$ cat src/rtl/result_writeback.sv
// rtl/result_writeback.sv - clamps buffered filter results to pixels and writes them to the framebuffer controller
module result_fifo #(
    parameter int DATA_W = 16,
    parameter int DEPTH  = 8
) (
    input  logic              clk,
    input  logic              reset,
    input  logic              push,
    input  logic [DATA_W-1:0] push_data,
    input  logic              pop,
    output logic [DATA_W-1:0] head,
    output logic              full,
    output logic              empty
);
    localparam int AW = $clog2(DEPTH);

    logic [DATA_W-1:0] mem [DEPTH];
    logic [AW-1:0]     wr_ptr;
    logic [AW-1:0]     rd_ptr;
    logic [AW:0]       count;

    // Pointers wrap naturally because DEPTH is a power of two; occupancy tracks push/pop.
    always_ff @(posedge clk or posedge reset) begin
        if (reset) begin
            wr_ptr <= '0;
            rd_ptr <= '0;
            count  <= '0;
        end else begin
            if (push) begin
                wr_ptr <= wr_ptr + 1'b1;
            end
            if (pop) begin
                rd_ptr <= rd_ptr + 1'b1;
            end
            case ({push, pop})
                2'b10:   count <= count + 1'b1;
                2'b01:   count <= count - 1'b1;
                default: count <= count;
            endcase
        end
    end

    // Storage array carries no reset; stale entries are never visible because occupancy is cleared.
    always_ff @(posedge clk) begin
        if (push) begin
            mem[wr_ptr] <= push_data;
        end
    end

    assign head  = mem[rd_ptr];
    assign full  = (count == (AW + 1)'(DEPTH));
    assign empty = (count == '0);
endmodule

module result_writeback #(
    parameter int DATA_W     = 16,
    parameter int FIFO_DEPTH = 8,
    parameter int ADDR_W     = 18
) (
    input  logic              clk,
    input  logic              reset,
    input  logic              start,
    input  logic [ADDR_W-1:0] base_addr,
    input  logic [ADDR_W-1:0] pixel_count,
    input  logic              in_valid,
    input  logic [DATA_W-1:0] in_data,
    output logic              in_ready,
    output logic              write_result,
    output logic [ADDR_W-1:0] address,
    output logic [7:0]        new_data,
    input  logic              done,
    output logic              busy,
    output logic              finished
);
    localparam logic [2:0] S_IDLE    = 3'd0;
    localparam logic [2:0] S_FETCH   = 3'd1;
    localparam logic [2:0] S_WRITE   = 3'd2;
    localparam logic [2:0] S_RELEASE = 3'd3;
    localparam logic [2:0] S_DONE    = 3'd4;

    logic [2:0]        state;
    logic [ADDR_W-1:0] remaining;
    logic              fifo_push;
    logic              fifo_pop;
    logic              fifo_full;
    logic              fifo_empty;
    logic [DATA_W-1:0] fifo_head;

    // Signed result to unsigned 8-bit pixel: negatives floor at 0, anything above 255 saturates.
    function automatic logic [7:0] clamp_pixel(input logic [DATA_W-1:0] v);
        if (v[DATA_W-1]) begin
            return 8'h00;
        end else if (|v[DATA_W-2:8]) begin
            return 8'hFF;
        end else begin
            return v[7:0];
        end
    endfunction

    assign in_ready  = ~fifo_full;
    assign fifo_push = in_valid & ~fifo_full;
    assign fifo_pop  = (state == S_FETCH) & ~fifo_empty;
    assign busy      = (state != S_IDLE);
    assign finished  = (state == S_DONE);

    result_fifo #(
        .DATA_W (DATA_W),
        .DEPTH  (FIFO_DEPTH)
    ) u_fifo (
        .clk       (clk),
        .reset     (reset),
        .push      (fifo_push),
        .push_data (in_data),
        .pop       (fifo_pop),
        .head      (fifo_head),
        .full      (fifo_full),
        .empty     (fifo_empty)
    );

    // Job sequencer: one write_result/done handshake per pixel, with a one-cycle RELEASE
    // so the controller always drops done before the next request is raised.
    always_ff @(posedge clk or posedge reset) begin
        if (reset) begin
            state        <= S_IDLE;
            remaining    <= '0;
            address      <= '0;
            new_data     <= '0;
            write_result <= 1'b0;
        end else begin
            case (state)
                S_IDLE: begin
                    write_result <= 1'b0;
                    if (start) begin
                        address   <= base_addr;
                        remaining <= pixel_count;
                        state     <= (pixel_count == '0) ? S_DONE : S_FETCH;
                    end
                end
                S_FETCH: begin
                    if (!fifo_empty) begin
                        new_data     <= clamp_pixel(fifo_head);
                        write_result <= 1'b1;
                        state        <= S_WRITE;
                    end
                end
                S_WRITE: begin
                    if (done) begin
                        write_result <= 1'b0;
                        remaining    <= remaining - 1'b1;
                        state        <= S_RELEASE;
                    end
                end
                S_RELEASE: begin
                    write_result <= 1'b0;
                    address      <= address + 1'b1;
                    state        <= (remaining == '0) ? S_DONE : S_FETCH;
                end
                S_DONE: begin
                    write_result <= 1'b0;
                    state        <= S_IDLE;
                end
                default: begin
                    write_result <= 1'b0;
                    state        <= S_IDLE;
                end
            endcase
        end
    end
endmodule

$ cat config.mk
export PLATFORM = sky130hd
export DESIGN_NAME = result_writeback
export DESIGN_NICKNAME = d
export VERILOG_FILES = /design/src/rtl/result_writeback.sv
export SDC_FILE = /design/constraint.sdc
export NUM_CORES = 1
export LEC_CHECK = 0
export ABC_AREA = 1
export BUFFER_PORTS_ARGS = -buffer_cell sky130_fd_sc_hd__buf_2
export CAP_MARGIN = 40
export CORE_ASPECT_RATIO = 1.2
export CORE_UTILIZATION = 42
export CTS_CLUSTER_SIZE = 25
export DETAILED_ROUTE_END_ITERATION = 10
export PLACE_DENSITY_LB_ADDON = 0.12
export SYNTH_ARGS = -nofsm -noshare
export SYNTH_HDL_FRONTEND = slang
export SYNTH_SLANG_ARGS = --single-unit
$ cat constraint.sdc
create_clock -name clk -period 2.6 [get_ports clk]
set_input_delay 0.52 -clock clk [delete_from_list [all_inputs] [get_ports clk]]
set_output_delay 0.52 -clock clk [all_outputs]
set_load 0.02 [all_outputs]
---- After elaboration in Yosys (flattened, before gate mapping) ----
Memories as Yosys holds them, arrays and structs flattened.
Index checks and enable logic that the tools add are counted.
word-level totals
  memory bits (writable) .................. 128
  output and inout bits ................... 30
  memories ................................ 1
  register bits after elaboration ......... 58
  logic and storage cells ................. 62
operators by class
  multiplexer cells ....................... 19
  reduce and logical (&&, ||, !) cells .... 14
  bitwise gates (word level) .............. 4
  $add $sub $neg .......................... 6
  equality and inequality tests ........... 10
memories
  memory      depth  bits a word  rd ports  clocked after Yosys merged registers in  write ports  line  RTL
  u_fifo.mem  8      16           1         0                                        1            17    logic [DATA_W-1:0] mem [DEPTH];
operator list
  cell                     number
  $pmux W18 S2             2
  $mux W18                 3
  $logic_not A18 Y1        2
  $add A18 B1 Y18 const B  1
  $sub A18 B1 Y18 const B  1
  $mux W8                  2
  $mux W3                  5
  $pmux W3 S4              1
  $pmux W4 S2              1
  $reduce_or A7 Y1         1
  $add A3 B1 Y3 const B    2
  $eq A3 B2 Y1 const B     2
  $ne A2 B2 Y1 const B     3
  $reduce_and A2 Y1        3
  $reduce_and A3 Y1        2
  $reduce_bool A2 Y1       3
  $add A4 B1 Y4 const B    1
  $eq A4 B4 Y1 const B     1
  $logic_not A4 Y1         1
  $mux W1                  4
  $sub A4 B1 Y4 const B    1
  $eq A3 B1 Y1 const B     1
  $eq A3 B3 Y1 const B     1
  $logic_not A3 Y1         1
  other kinds (6)          8

---- Depth between registers and ports, before layout ----
  depth in word-level cells ............... 5
  mapped depth ............................ 12
  gate-level depth less buffers ........... 12

---- Cells and area by module ----
Synthesis repeated with hierarchy kept, for this count alone.
unflattened totals
  cell total of the unflattened synthesis .. 962
  area total of the unflattened synthesis .. 8872.3 sq um
modules (own cells, without submodules)
  module            cells an instance  instances  area an instance (sq um)
  result_fifo       471                1          5626.6
  result_writeback  491                1          3245.6

---- Least setup slack after synthesis ----
Ideal clock, no wire load.
  path kind ............................... reg2reg
  start ................................... register u_fifo.count[0]
  end ..................................... memory u_fifo.mem[4][0], enable pin
  setup time .............................. 0.388 ns
  path buffers ............................ 0
  period minus slack after synthesis ...... 2.249 ns
  data arrival time ....................... 1.860 ns
  cell stages (with the launch flop) ...... 6
  required time ........................... 2.212 ns
  setup slack ............................. 0.351 ns
  cells stage by stage .................... dfrtp_1 -> nor2_1 -> nand3_1 -> nand2_1 -> or2_2 -> nor2_1
between the ends
  word-level cells in the longest chain between the ends .. 5
ends and longest elaborated chain
  item                           line  RTL
  from (decl)                    20    logic [AW:0] count;
  from (signal assigned)         36    2'b10: count <= count + 1'b1;
  from (signal assigned)         37    2'b01: count <= count - 1'b1;
  from (signal assigned)         38    default: count <= count;
  $eq A4 B4 Y1                   51    assign full = (count == (AW + 1)'(DEPTH));
  $not A1 Y1                     n/a
  via in_ready                   67    output logic in_ready,
  $and A1 B1 Y1                  101   assign fifo_push = in_valid & ~fifo_full;
  $mux W1                        45    if (push) begin
  $mux W1 (implied by the code)  46    mem[wr_ptr] <= push_data;
  to (decl)                      17
The timed path passes the listed nets, and every way through them passes these cells.

---- Worst setup path in the final report ----
  start ................................... register u_fifo.count[0]
  end ..................................... register u_fifo.count[2]
between the ends
  word-level cells in the longest chain between the ends .. 5
  elaborated cells between the ends (all ways) .. 12
ends and longest elaborated chain
  item                                               line      RTL
  $eq A4 B4 Y1 or $logic_not A4 Y1 (tied branches)   51, 52
  $not A1 Y1, on equally long branches               n/a
  $and A1 B1 Y1, on equally long branches            101, 102
  $eq A2 B1 Y1 or $eq A2 B2 Y1 (tied branches)       35        case ({push, pop})
  $pmux W4 S2 or $reduce_bool A2 Y1 (tied branches)  n/a
Parallel ways exist; a longest one is shown, timed or not.
A chain may end at the register's enable or synchronous reset.

==> flow_summary.toml <==
[floorplan]
num_rows = 56
start_util_pct = 43.4
die-area_um2 = 21100
die_h_um = 159
num_io_pins = 87
core-area_um2 = 19800
die_w_um = 133

[worst_setup_path]
worstSetupEndpointType = "flip-flop"
cp_data_arrival_time_ps = 2420
cp_top_family = "simple AND/OR/NAND/NOR gates"
worstPathRequired_ps = 2910
crit_chain = "nor2_1, nand3_1, nand2_1, ha_1, xor2_1, ha_1, a21oi_1, a21oi_1, o21ai_0, o21a_1"
slowest_delay_ps = 440
crit_type = "flip-flop to flip-flop"
critPathMaxFanout = 5
worstPathBufferInverterCount = 0
start_kind = "flip-flop"
cpMaxStageDelayCell = "dfrtp_1"

[clock_tree]
ctsLongestPathBuffers = 2
cts_root_buf = "clkbuf_16"
cts_sinks = 186
cts-buffers-inserted = 17
cts.htree.levels = 4
cts_tree = "yes"
postCtsSetupRepairBufs = 0
path_clk_slew_ps = 80
clock_latency_ps = 430
cts_resized = 0
holdBufCountCts = 0

[global_routing]
antenna_found_initial = 0
grt_pass1_vias = 6022
grt_pass1_wl_um = 30800
globalRouteTotalUtil_pct = 18.9
grt_max_degree = 59
grt.overflow.total = 0

[synth]
synth_xor_area_share_pct = 1.12
ys_warn_count = 0
synth_compound_area_share_pct = 8.53
netlist_instances = 902
yosysUniqueCellTypes = 41
yosys.area_share.adder_pct = 1.16
ys_ff_latch = 186
yosys.area_share.simple_pct = 21.5
async_reset_ff_share_pct = 31.2
yosys.area.top_type_share_pct = 44.7
yosysTopAreaCell = "edfxtp_1"
synth_top_family_by_area = "simple AND/OR/NAND/NOR gates"
synth_edf_count = 128
synthFlopType = "edfxtp_1"
synthTopCellsByArea = "edfxtp_1 (45%), dfrtp_1 (17%), nand2_1 (9.2%)"
syn_area_per_cell_um2 = 9.53
syn-cell-area_um2 = 8600
synth_mux_area_share_pct = 0
ys_seq_area_share_pct = 61.6
syn_nets = 967

[run]
max_cap_viol_count = 0

[layout]
final_cell_mix = "nand2_1 (211), nor2_1 (138), edfxtp_1 (128)"
diodes = 0
fin_nets = 1063
n_fill_cell = 1863
layout_commonest_cell = "nand2_1"
drive_gt1_share_pct = 15.8
area_growth_pct = 15.2

[route]
vias_per_cell = 4.94
remaining_drc_errors = 0
postRouteWirelength_um = 19100
firstDrtPassIters = 4
drt_iter0_markers = 435
vias = 6290
ant_nets = 0
routedWlPerCell_um = 15.0

[sta]
setup_viol = 0
fmaxAchievable_mhz = 475
rsz0062_at_grt = "no"
final.setup.tns_ps = 0
timing.final.crit_share_pct = 81.0
finalMaxSlewViolations = 0
hold_violations = 0
tightestPinTransition_ps = 539
maxSlewHeadroom_pct = 64.0
fin_crit_ps = 2110
fin_skew_ps = 18.4

[outcome]
outcome = "completed"

[pwr]
irDropWorstVdd_mv = 0.545
pwr_density_cell_nw_per_um2 = 1120
finalPower_w = 0.0111
p_leak_nw = 4.16

[place]
place_congestion = 0.873
hpwl_um = 12900
placement.io_buffers = 86

[worst_hold_path]
hold_class = "input port to async pin"
-- sequential cells by signal (all words and copies together), names as in the netlist --
name / flops
address: 18
new_data: 8
remaining: 18
state: 3
u_fifo.count: 4
u_fifo.mem: 128
u_fifo.rd_ptr: 3
u_fifo.wr_ptr: 3
write_result: 1
-- Yosys cell counts, types with 5 or more instances --
| cell | number |
|---|---|
| nand2_1 | 211 |
| ha_1 | 8 |
| a21oi_1 | 20 |
| buf_4 | 6 |
| edfxtp_1 | 128 |
| xor2_1 | 8 |
| o21ai_0 | 64 |
| clkbuf_1 | 6 |
| buf_6 | 6 |
| nand3_1 | 45 |
| o211ai_1 | 8 |
| inv_1 | 85 |
| dfrtp_1 | 58 |
| nand4_1 | 10 |
| inv_2 | 6 |
| nand2_2 | 5 |
| nor3_1 | 10 |
| buf_2 | 8 |
| nor2_1 | 139 |
| o21ai_1 | 20 |
| o22ai_1 | 10 |
-- logic make-up (layout without fill, tap and decap cells) --
group / after synthesis / in the layout
simple gates: 444 / 444
flops: 186 / 186
compound gates: 134 / 134
buf+inv: 119 / 228
xor+xnor: 11 / 11
fa+ha+maj: 8 / 8
-- per-layer routing --
metal,up-vias,track usage (%),wire length [um]
met1,2938,24.0,8660
li1,3196,-,-
met3,24,3.32,739
met4,0,6.43,338
met2,132,32.3,9350
met5,-,0,0
-- worst paths after layout --
check,startpoint,endpoint,slack [ps],cells past startpoint
worst max register to register,u_fifo.count[0]$_DFFE_PP0P_,u_fifo.count[2]$_DFFE_PP0P_,490,10
worst max-delay path,u_fifo.count[0]$_DFFE_PP0P_,u_fifo.count[2]$_DFFE_PP0P_,490,10
min in group clk,base_addr[9],address[9]$_DFFE_PP0P_,320,3
max in group asynchronous,reset,u_fifo.count[2]$_DFFE_PP0P_,2170,3
worst min register to register,new_data[0]$_DFFE_PP0P_,new_data[0]$_DFFE_PP0P_,490,2
worst min-delay path,reset,address[15]$_DFFE_PP0P_,130,3
-- area by class of cell --
type / instances / area (um2) / area share [%]
clock buffers: 17 / 425 / 4.29
well taps: 261 / 327 / 3.30
inverters: 91 / 342 / 3.45
clock inverters: 15 / 154 / 1.55
flip-flops and latches: 186 / 5300 / 53.4
multi-input cells: 597 / 2780 / 28.1
repair buffers: 105 / 586 / 5.91
-- worst reg2reg max path: stages (launching register included) --
cell and delay [ps]:
dfrtp_1 440, nor2_1 170, nand3_1 120, nand2_1 190
ha_1 250, xor2_1 250, ha_1 190, a21oi_1 50
a21oi_1 140, o21ai_0 100, o21a_1 110
-- power breakdown --
| group | internal (W) | switching [W] |
|---|---|---|
| Combinational | 0.00132 | 0.00276 |
| Sequential | 0.00393 | 0.000544 |
| Clock | 0.00128 | 0.00124 |
-- metrics by stage --
stage	area (um2)	utilization, %	cells	setup WS [ps]	hold slack, ps
after CTS	9910	50.0	1272	519	141
final	9910	50.0	1272	495	131
after global routing	9910	50.0	1272	252	160
after global placement	9330	47.1	1240	624	452
after floorplan	8600	-	902	351	453
after detailed placement	9330	47.1	1240	541	468
Power figures use the tool's default switching activity.
